[config.mk]
export PLATFORM = sky130hd
export DESIGN_NAME = vx_barrier_table_flat
export DESIGN_NICKNAME = d
export VERILOG_FILES = /design/src/rtl/vx_barrier_table_pkg.sv /design/src/rtl/vx_barrier_table_if.sv /design/src/rtl/vx_barrier_table_rel_buf.sv /design/src/rtl/vx_barrier_table.sv /design/src/flat_wrapper.sv
export SDC_FILE = /design/constraint.sdc
export NUM_CORES = 1
export LEC_CHECK = 0
export BUFFER_PORTS_ARGS = -buffer_cell sky130_fd_sc_hd__buf_4
export CORE_MARGIN = 3
export CORE_UTILIZATION = 30
export DETAILED_ROUTE_END_ITERATION = 10
export PLACE_DENSITY = 0.51
export REMOVE_ABC_BUFFERS = 1
export SETUP_SLACK_MARGIN = 0.2
export SYNTH_ARGS = -nofsm -noshare
export SYNTH_HDL_FRONTEND = slang
export SYNTH_SLANG_ARGS = --single-unit
[constraint.sdc]
create_clock -name clk -period 4 [get_ports clk]
set_input_delay 0.6 -clock clk [delete_from_list [all_inputs] [get_ports clk]]
set_output_delay 0.6 -clock clk [all_outputs]
set_load 0.03 [all_outputs]
[src/rtl/vx_barrier_table_pkg.sv]
// Shared types for the warp barrier tracker: sizing constants,
// barrier request bundle and barrier table entry.
package vx_barrier_table_pkg;

    localparam int NUM_WARPS    = 4;
    localparam int NUM_BARRIERS = 4;
    localparam int NW_BITS      = $clog2(NUM_WARPS);
    localparam int NB_BITS      = $clog2(NUM_BARRIERS);
    localparam int NW_W         = (NW_BITS == 0) ? 1 : NW_BITS;
    localparam int NB_W         = (NB_BITS == 0) ? 1 : NB_BITS;

    typedef logic [NW_W-1:0]      wid_t;
    typedef logic [NB_W-1:0]      bid_t;
    typedef logic [NUM_WARPS-1:0] wmask_t;

    typedef struct packed {
        logic valid;
        wid_t wid;
        bid_t id;
        wid_t size_m1;
    } bar_req_t;

    typedef struct packed {
        logic   active;
        wmask_t mask;
        wid_t   count;
        wid_t   size_m1;
    } bar_entry_t;

    function automatic wmask_t wid_onehot(input wid_t w);
        return wmask_t'(1) << w;
    endfunction

endpackage

[src/rtl/vx_barrier_table_if.sv]
// Barrier request / release handshake bundle.
// master: GPU unit + scheduler side; slave: the barrier table.
interface vx_barrier_table_if;
    import vx_barrier_table_pkg::*;

    logic   bar_valid;
    logic   bar_ready;
    wid_t   bar_wid;
    bid_t   bar_id;
    wid_t   bar_size_m1;
    logic   release_valid;
    logic   release_ready;
    wmask_t release_mask;

    modport master (
        output bar_valid,
        output bar_wid,
        output bar_id,
        output bar_size_m1,
        output release_ready,
        input  bar_ready,
        input  release_valid,
        input  release_mask
    );

    modport slave (
        input  bar_valid,
        input  bar_wid,
        input  bar_id,
        input  bar_size_m1,
        input  release_ready,
        output bar_ready,
        output release_valid,
        output release_mask
    );

endinterface

[src/rtl/vx_barrier_table_rel_buf.sv]
// Depth-1 elastic output register for the release mask.
// Ports: in_valid/in_ready/in_data upstream, out_valid/out_ready/out_data downstream.
module vx_barrier_table_rel_buf #(
    parameter int WIDTH = 4
) (
    input  logic             clk,
    input  logic             reset,
    input  logic             in_valid,
    output logic             in_ready,
    input  logic [WIDTH-1:0] in_data,
    output logic             out_valid,
    input  logic             out_ready,
    output logic [WIDTH-1:0] out_data
);

    // A new entry may overwrite the slot in the same cycle it drains.
    assign in_ready = !out_valid || out_ready;

    always_ff @(posedge clk or posedge reset) begin
        if (reset) begin
            out_valid <= 1'b0;
            out_data  <= '0;
        end else if (in_valid && in_ready) begin
            out_valid <= 1'b1;
            out_data  <= in_data;
        end else if (out_ready) begin
            out_valid <= 1'b0;
            out_data  <= '0;
        end
    end

endmodule

[src/rtl/vx_barrier_table.sv]
// Warp barrier tracker: records arrivals per barrier, holds warps stalled
// and emits a registered release mask when the last participant arrives.
// Ports: clk, reset, bar_if (slave handshake bundle), stalled_mask, dup_error.
module vx_barrier_table
    import vx_barrier_table_pkg::*;
(
    input  logic              clk,
    input  logic              reset,
    vx_barrier_table_if.slave bar_if,
    output wmask_t            stalled_mask,
    output logic              dup_error
);

    bar_req_t   req;
    bar_entry_t tbl   [NUM_BARRIERS];
    bar_entry_t tbl_n [NUM_BARRIERS];
    bar_entry_t cur;
    wmask_t     wid_oh;
    wmask_t     rel_mask_n;
    wmask_t     held;
    logic       fire;
    logic       rel_fire;
    logic       dup_set;

    assign req = '{
        valid:   bar_if.bar_valid,
        wid:     bar_if.bar_wid,
        id:      bar_if.bar_id,
        size_m1: bar_if.bar_size_m1
    };

    assign fire   = req.valid && bar_if.bar_ready;
    assign cur    = tbl[req.id];
    assign wid_oh = wid_onehot(req.wid);

    always_comb begin
        tbl_n      = tbl;
        rel_fire   = 1'b0;
        rel_mask_n = '0;
        dup_set    = 1'b0;
        if (fire) begin
            if (!cur.active) begin
                if (req.size_m1 == '0) begin
                    // single-warp barrier never occupies the table
                    rel_fire   = 1'b1;
                    rel_mask_n = wid_oh;
                end else begin
                    tbl_n[req.id] = '{
                        active:  1'b1,
                        mask:    wid_oh,
                        count:   wid_t'(1),
                        size_m1: req.size_m1
                    };
                end
            end else if ((cur.mask & wid_oh) != '0) begin
                dup_set = 1'b1;
            end else if (cur.count == cur.size_m1) begin
                rel_fire      = 1'b1;
                rel_mask_n    = cur.mask | wid_oh;
                tbl_n[req.id] = '0;
            end else begin
                tbl_n[req.id].mask  = cur.mask | wid_oh;
                tbl_n[req.id].count = cur.count + wid_t'(1);
            end
        end
    end

    always_ff @(posedge clk or posedge reset) begin
        if (reset) begin
            for (int i = 0; i < NUM_BARRIERS; i++) begin
                tbl[i] <= '0;
            end
            dup_error <= 1'b0;
        end else begin
            tbl <= tbl_n;
            if (dup_set) begin
                dup_error <= 1'b1;
            end
        end
    end

    vx_barrier_table_rel_buf #(
        .WIDTH (NUM_WARPS)
    ) rel_buf (
        .clk       (clk),
        .reset     (reset),
        .in_valid  (rel_fire),
        .in_ready  (bar_if.bar_ready),
        .in_data   (rel_mask_n),
        .out_valid (bar_if.release_valid),
        .out_ready (bar_if.release_ready),
        .out_data  (bar_if.release_mask)
    );

    always_comb begin
        held = '0;
        for (int i = 0; i < NUM_BARRIERS; i++) begin
            held = held | tbl[i].mask;
        end
    end

    // released warps stay stalled until the scheduler takes the mask
    assign stalled_mask = held
        | (bar_if.release_valid ? bar_if.release_mask : '0);

`ifndef SYNTHESIS
    always @(posedge clk) begin
        if (!reset && req.valid) begin
            assert (int'(req.id) < NUM_BARRIERS)
            else $error("bar_id out of range");
        end
    end
`endif

endmodule
[src/flat_wrapper.sv]
// flat-port wrapper written by rule: the top's interface ports become plain ports
module vx_barrier_table_flat import vx_barrier_table_pkg::*;
  (clk, reset, stalled_mask, dup_error, bar_if_bar_valid, bar_if_bar_wid, bar_if_bar_id, bar_if_bar_size_m1, bar_if_release_ready, bar_if_bar_ready, bar_if_release_valid, bar_if_release_mask);
  vx_barrier_table_if bar_if_i ();
  input  logic clk;
  input  logic reset;
  output wmask_t stalled_mask;
  output logic dup_error;
  input wire logic [$bits(bar_if_i.bar_valid)-1:0] bar_if_bar_valid;
  input wire logic [$bits(bar_if_i.bar_wid)-1:0] bar_if_bar_wid;
  input wire logic [$bits(bar_if_i.bar_id)-1:0] bar_if_bar_id;
  input wire logic [$bits(bar_if_i.bar_size_m1)-1:0] bar_if_bar_size_m1;
  input wire logic [$bits(bar_if_i.release_ready)-1:0] bar_if_release_ready;
  output wire logic [$bits(bar_if_i.bar_ready)-1:0] bar_if_bar_ready;
  output wire logic [$bits(bar_if_i.release_valid)-1:0] bar_if_release_valid;
  output wire logic [$bits(bar_if_i.release_mask)-1:0] bar_if_release_mask;
  assign bar_if_i.bar_valid = bar_if_bar_valid;
  assign bar_if_i.bar_wid = bar_if_bar_wid;
  assign bar_if_i.bar_id = bar_if_bar_id;
  assign bar_if_i.bar_size_m1 = bar_if_bar_size_m1;
  assign bar_if_i.release_ready = bar_if_release_ready;
  assign bar_if_bar_ready = bar_if_i.bar_ready;
  assign bar_if_release_valid = bar_if_i.release_valid;
  assign bar_if_release_mask = bar_if_i.release_mask;
  vx_barrier_table u_core (.clk(clk), .reset(reset), .bar_if(bar_if_i), .stalled_mask(stalled_mask), .dup_error(dup_error));
endmodule
==> impl_results.md, run 1 <==
- Crit path cell chain: mux4_2 > nor2_2 > or4_1 > nor2_2 > buf_4 > mux2_2
- Final Critical Period: 2820 ps
- Post-DRT Antenna Nets: 0
- VDD IR max: approximately 0.20 mV
- Setup repair bufs after CTS: 0
- # setup viols final: 0
- Clock Path Buffers: 2
- Leakage power: 1.12 nW
- Post-layout util: 35.8%
- DIE WIDTH: 96.4 um
- Die area: 9300 um^2
- Critical path peak fanout: 10
- RSZ-0062 raised after global routing: no
- Ys async rst share: 100%
- Worst r2r src: u_core.tbl[35]$_DFFE_PP0P_
- Max incr delay on CP: 570 ps
- CORE AREA: slightly below 8000 um^2
- GPL Wtd Cong: 0.854
- DP HPWL: 4430 um
- Drt drc: 0
- Fin Clk Skew: between 9 and 10 ps
- Area taken by multi-input logic gates: roughly 1300 um^2
- Vias per cell: ~5.4
- Syn Area/Cell: 11.1 um^2
- Die height: a little under 100 um
- Max-slew violations: 0
- Nets: 251
- Io pins: 21
- Post-Synthesis Cell Area: between 2000 and 2500 um^2
- Worst path bufs/invs: 1
- Max Cap Viol: 0
- Setup CP Type: flip-flop to flip-flop
- Storage element area: 1050 um^2
- Worst skew pair latency: 300 ps
- Max transition margin: between 50% and 60%
- Overflow after GRT: 0
- Gate Count Post-Synth: 222
- Fill cell count: 819
- Setup TNS: 0 ps
- Nature of the critical path startpoint: flip-flop
- Worst EP required: 4190 ps
- Vias in the first global route: between 1.5k and 2k
- FMAX: 355 MHz
- Critical path origin: u_core.tbl[35]$_DFFE_PP0P_
- Sink Count: 42
- DR WL/cell: 18.2 um
- Slowest cell on the critical path: dfrtp_1
- Num rows: 32
- H-tree Lvls: 2
- Yosys reg bits: 42
- Worst-Margin Slew: 601 ps
- Status: complete, no violations
- Final hold vios: 0
- Clock Tree Root: clkbuf_8
- Sequential share of the synthesized area: 42.8%
- WP data arrival: 3010 ps
- CP Capture Type: flip-flop
- Initial Utilization: between 30% and 40%
- Clock transition at path regs: 90 ps
- Period utilisation layout: 70.5%
- First-pass GRT wire length: around 10000 um
- P per Cell Area: 743 nW/um^2
- CTS buffer count: 5
- Hold WC Path Type: input port to async pin
- # diodes: 0
- PortBufs: 20
- Worst reg2reg setup slack: 1180 ps
- Cts hold-fix bufs: 0
- Gr usage total: 14.8%
- Post-synth EDFFs: 0
- Initial DRC count: 99
- Synth unique cells: 51
- Quantity of gates resized following cts: 0
- Number of synthesis warnings: 0
- Area growth from synthesis to layout: 14.4%
- CTS tree: done
- Top cell by count, worst path: nor2_2
- Final wirelength: 6260 um
- Largest net degree at the start of global routing: 43
- Hold Slack: ~430 ps
- Crit-path leading delay family: simple AND/OR/NAND/NOR gates
- Drt pass-1 iters: 4
- Initial antenna violation count: 0
- Vias: 1851
- Ys flop type: dfrtp_1
- Layout cells sized above 1: 23.6%
[Yosys cell counts (all sizes together), types with 2 or more instances]
| library cell | instances | share of area [%] |
|---|---|---|
| o22a | 2 | 0.71 |
| mux2 | 5 | 2.4 |
| o221ai | 11 | 3.9 |
| xnor2 | 2 | 0.71 |
| o21a | 13 | 4.0 |
| nand2 | 23 | 3.5 |
| mux2i | 6 | 2.4 |
| dfrtp | 42 | 43 |
| nand2b | 5 | 1.6 |
| a21oi | 15 | 3.1 |
| or2 | 2 | 0.51 |
| a21o | 2 | 0.61 |
| nor4 | 7 | 2.4 |
| inv | 5 | 0.76 |
| nor2b | 2 | 0.51 |
| or3 | 2 | 0.71 |
| mux4 | 9 | 8.7 |
| xor2 | 2 | 1.8 |
| or4b | 2 | 0.82 |
| buf | 11 | 3.8 |
| nor3 | 3 | 0.61 |
| nor2 | 22 | 3.7 |
| a22o | 4 | 1.4 |
| o21ai | 7 | 1.9 |
| o22ai | 2 | 0.51 |
| a32o | 4 | 1.6 |
[worst paths after layout]
path                                           endpoint  cells after the start
hold reg to reg            u_core.dup_error$_DFFE_PP0P_                      1
max in group asynchronous     u_core.tbl[4]$_DFFE_PP0P_                      3
hold / removal               u_core.tbl[15]$_DFFE_PP0P_                      3
min in group clk           u_core.dup_error$_DFFE_PP0P_                      1
setup reg to reg             u_core.tbl[30]$_DFFE_PP0P_                      6
setup / recovery             u_core.tbl[30]$_DFFE_PP0P_                      6
[per-stage QoR]
stage	total power [mW]	setup WS [ps]	instance area, um^2	instances
4_1_cts	2.09	1170	2810	344
3_5_place_dp	1.67	881	2660	336
6_report	2.08	1180	2810	344
5_1_grt	2.24	1030	2810	344
3_3_place_gp	1.67	892	2660	336
2_1_floorplan	1.40	1370	2360	210
[tightest hold or removal path: cells and delay by family]
kind / cells / cell delay (ps)
buf+inv: 3 / 580
[layout by cell type (no fill, tap or decap), types with 3 or more instances in the layout]
master | synthesis | layout
nor3_1 | 3 | 3
mux4_1 | 3 | 3
dfrtp_1 | 42 | 42
a32o_1 | 4 | 4
nor4_1 | 6 | 6
clkbuf_8 | 0 | 6
nand2b_1 | 4 | 4
buf_4 | 2 | 24
mux2i_1 | 6 | 6
o21ai_0 | 5 | 5
mux2_2 | 4 | 4
nor2_1 | 19 | 19
nand2_1 | 23 | 23
inv_1 | 4 | 3
o221ai_1 | 11 | 11
nor2_2 | 3 | 3
a22o_1 | 4 | 4
a21oi_1 | 15 | 15
o21a_1 | 13 | 13
mux4_2 | 6 | 6
[logic make-up (layout without fill, tap and decap cells)]
group           count (synthesis)  after routing  synth area share (%)
simple gates                   74             74                  16.2
compound gates                 65             65                  20.1
flops                          42             42                  42.8
mux                            20             20                  13.6
buf+inv                        17             37                  4.74
xor+xnor                        4              4                  2.50
[per-layer routing]
layer,wire length [um],GRT usage [%]
met1,3060,21.6
met2,2750,21.9
met3,321,3.25
met4,127,4.67
met5,0,0
[cell type report]
cell class / count / area share, %
sequential: 42 / 37.4
multi-input combinational: 163 / 45.8
clock buffer: 6 / 2.94
tap: 102 / 4.55
inverter: 5 / 0.669
clock inverter: 2 / 2.14
timing repair buffer: 24 / 6.42
[state kept, by name (all words and copies together), names as in the netlist]
register / flops
u_core.tbl: 36
u_core.dup_error: 1
u_core.rel_buf.out_data: 4
u_core.rel_buf.out_valid: 1
[report_power, final]
part,total (mW),switching [mW],internal (mW),leakage [nW]
clock,0.421,0.154,0.266,0.0714
combinational,0.904,0.524,0.380,0.537
sequential,0.759,0.160,0.598,0.512
No activity file was read; power rests on OpenSTA's default activity.
==> run 2, diff against run 1 <==
Settings changed: ABC_AREA set to 1, PLACE_DENSITY 0.51 to 0.52.
Clock period 4 ns to 2.4 ns, I/O delays scaled along.
==> run 2 against run 1 <==
Critical endpoint is now u_core.tbl[12]$_DFFE_PP0P_. Highest routed layer unchanged. Combinational power increased by 120%. Register-to-register slack got worse by 780 ps. Design area grew 28%. Largest power group unchanged. Sequential power grew 63%.
==> impl_results.md, run 2 <==
- Status: complete, no violations
- WP data arrival: 2240 ps (-770 ps)
- Storage element area: 1050 um^2 (unchanged)
- # diodes: 0 (unchanged)
- H-tree Lvls: 2 (unchanged)
- Initial DRC count: 252 (+150%)
- Worst-Margin Slew: 682 ps (+81.0 ps)
- # setup viols final: 0 (unchanged)
- P per Cell Area: 1040 nW/um^2 (+40%)
- Largest net degree at the start of global routing: 27 (-37%)
- CORE AREA: 10000 um^2 (+27%)
- Nature of the critical path startpoint: input port
- Synth unique cells: 28 (-45%)
- Area taken by multi-input logic gates: 1860 um^2 (+45%)
- Hold WC Path Type: input port to async pin
- Syn Area/Cell: 6.34 um^2 (-43%)
- Setup CP Type: input port to flip-flop
- Num rows: 36 (+13%)
- Drt drc: 0 (unchanged)
- Fill cell count: 1121 (+37%)
- Most frequent cells in the layout: nand2_1 (271), nand3_1 (46), dfrtp_1 (42), buf_4 (39), o21ai_0 (28)
- Cell taking the most area after synthesis: dfrtp_1
- Final hold vios: 0 (unchanged)
- Vias per cell: 4.95 (-8.0%)
- DP HPWL: 7840 um (+77%)
- FMAX: 500 MHz
- Worst skew pair latency: 310 ps (about the same)
- GPL Wtd Cong: 0.903 (+5.7%)
- Period utilisation layout: a little over four fifths
- Fin Clk Skew: 13.6 ps (+3.89 ps)
- Overflow after GRT: 0 (unchanged)
- Ys async rst share: 100% (unchanged)
- Sequential share of the synthesized area: 33.4% (-9.4 points)
- RSZ-0062 raised after global routing: no
- Ys flop type: dfrtp_1
- Synth top area cells: dfrtp_1 (33%), nand2_1 (32%), nand3_1 (7.3%)
- CTS buffer count: 5 (unchanged)
- Max Cap Viol: 0 (unchanged)
- Placed instance area: 3520 um^2 (+32%)
- Final Critical Period: 2000 ps
- Clock Path Buffers: 2 (unchanged)
- Sink Count: 42 (unchanged)
- WP depth: 13 (+7)
- Worst reg2reg setup slack: 400 ps (-780 ps)
- Die height: 108 um (+12%)
- Layout cells sized above 1: 14.7% (-8.8 points)
- Initial antenna violation count: 0 (unchanged)
- Clock Tree Root: clkbuf_8
- Clock transition at path regs: 100 ps (about the same)
- Yosys reg bits: 42 (unchanged)
- DIE WIDTH: 108 um (+12%)
- Io pins: 21 (unchanged)
- R2R depth: 12 (+6)
- Reg with most FFs: u_core.tbl
- Vias in the first global route: 3157 (+65%)
- Max incr delay on CP: 270 ps (-300 ps)
- Most common library cell in the layout ignoring fill and taps: nand2_1
- Top cell by count, worst path: nand2_1
- Max transition margin: 54.1% (-5.6 points)
- Setup TNS: 0 ps (unchanged)
- Top flop regs: u_core.tbl (36), u_core.rel_buf.out_data (4)
- Post-DRT Antenna Nets: 0 (unchanged)
- CTS tree: done
- CP Capture Type: flip-flop
- Number of flip-flops in the largest register: 36 (unchanged)
- Setup repair bufs after CTS: 0 (unchanged)
- Nets: 538 (+110%)
- Post-synth EDFFs: 0 (unchanged)
- Initial Utilization: 31.5% (+0.19 points)
- Max-slew violations: 0 (unchanged)
- Post-Synthesis Cell Area: 3150 um^2 (+28%)
- DR WL/cell: 15.1 um (-17%)
- Leakage power: 1.93 nW (+72%)
- Critical path peak fanout: 16 (+6)
- VDD IR max: 0.467 mV (+140%)
- Most frequent cells after synthesis: nand2_1 (271), nand3_1 (46), dfrtp_1 (42), o21ai_0 (28), inv_1 (24)
- PortBufs: 20 (unchanged)
- First-pass GRT wire length: 16600 um (+60%)
- Crit-path leading delay family: simple AND/OR/NAND/NOR gates
- Drt pass-1 iters: 7 (+3)
- Number of synthesis warnings: 0 (unchanged)
- Final wirelength: 10000 um (+60%)
- Gate Count Post-Synth: 496 (+120%)
- Quantity of gates resized following cts: 0 (unchanged)
- Worst path bufs/invs: 4 (+3)
- Vias: 3276 (+77%)
- Count leader, synth: nand2_1
- Final std cell area, no fill: 3610 um^2 (+28%)
- Crit path cell chain: buf_4 > buf_4 > nand2_1 > nand2_1 > nand2_1 > nand2_2 > inv_4 > buf_4 > a21oi_1 > o21ai_0 > nor3_1 > nand2_1 > nand2_1
- Die area: 11700 um^2 (+26%)
- Cts hold-fix bufs: 0 (unchanged)
- Worst EP required: 2640 ps (-1550 ps)
- Slowest cell on the critical path: o21ai_0
- Gr usage total: 18.3% (+3.5 points)
- Area growth from synthesis to layout: 14.6%
- Yosys top cell area share: 33.4% (-9.4 points)
run 2: cell types whose count changed after synthesis, moves of 9 or more:
cell      change
inv_1        +20
nand4_1       +9
a21oi_1      -12
o21a_1       -13
o221ai_1     -11
o21ai_0      +23
nand3_1      +46
nand2_1     +248
run 2: path summary, 6_finish.rpt:
kind,start,endpoint
hold reg to reg,u_core.dup_error$_DFFE_PP0P_,u_core.dup_error$_DFFE_PP0P_
min in group clk,bar_if_release_ready,u_core.rel_buf.out_data[3]$_DFFE_PP0P_
setup / recovery,bar_if_bar_id[0],u_core.tbl[12]$_DFFE_PP0P_
max in group asynchronous,reset,u_core.tbl[0]$_DFFE_PP0P_
hold / removal,reset,u_core.tbl[6]$_DFFE_PP0P_
setup reg to reg,u_core.tbl[11]$_DFFE_PP0P_,u_core.tbl[11]$_DFFE_PP0P_
run 2: layout make-up:
class                           instances  share of cell area, %
Clock inverter                          2                  0.382
Timing Repair Buffer                   41                   9.23
Clock buffer                            6                   2.01
Sequential cell                        42                   29.1
Tap cell                              133                   4.61
Inverter                               27                   2.95
Multi-Input combinational cell        411                   51.7
run 2: cell families after synthesis:
| kind of cell | synth area share (%) |
|---|---|
| buf+inv | 7.36 |
| compound gates | 10.2 |
| simple gates | 49.0 |
| flops | 33.4 |
run 2: routing by layer:
layer	up-vias	routed length, um	part of all wire, %	global-route usage, %
li1	1643	-	-	-
met1	1519	4790	48	26.2
met2	100	4480	45	27.8
met3	14	578	5.8	3.40
met4	0	175	1.7	5.86
met5	-	0	0	0
run 2: stage by stage:
stage          worst slack [ps]  cells  hold slack [ps]  power [mW]  util [%]
4_1_cts                     426    662             43.4        3.76      36.1
5_1_grt                     215    662             55.3        4.06      36.1
3_5_place_dp                138    654              383        3.27      35.2
3_3_place_gp               81.6    654              382        3.27      35.2
6_report                    401    662             27.9        3.76      36.1
2_1_floorplan               491    480              464        2.49         -
run 2: power by group:
group	switching (mW)	internal, mW
sequential	0.295	0.946
combinational	1.33	0.699
clock	0.281	0.206
total	1.90	1.85
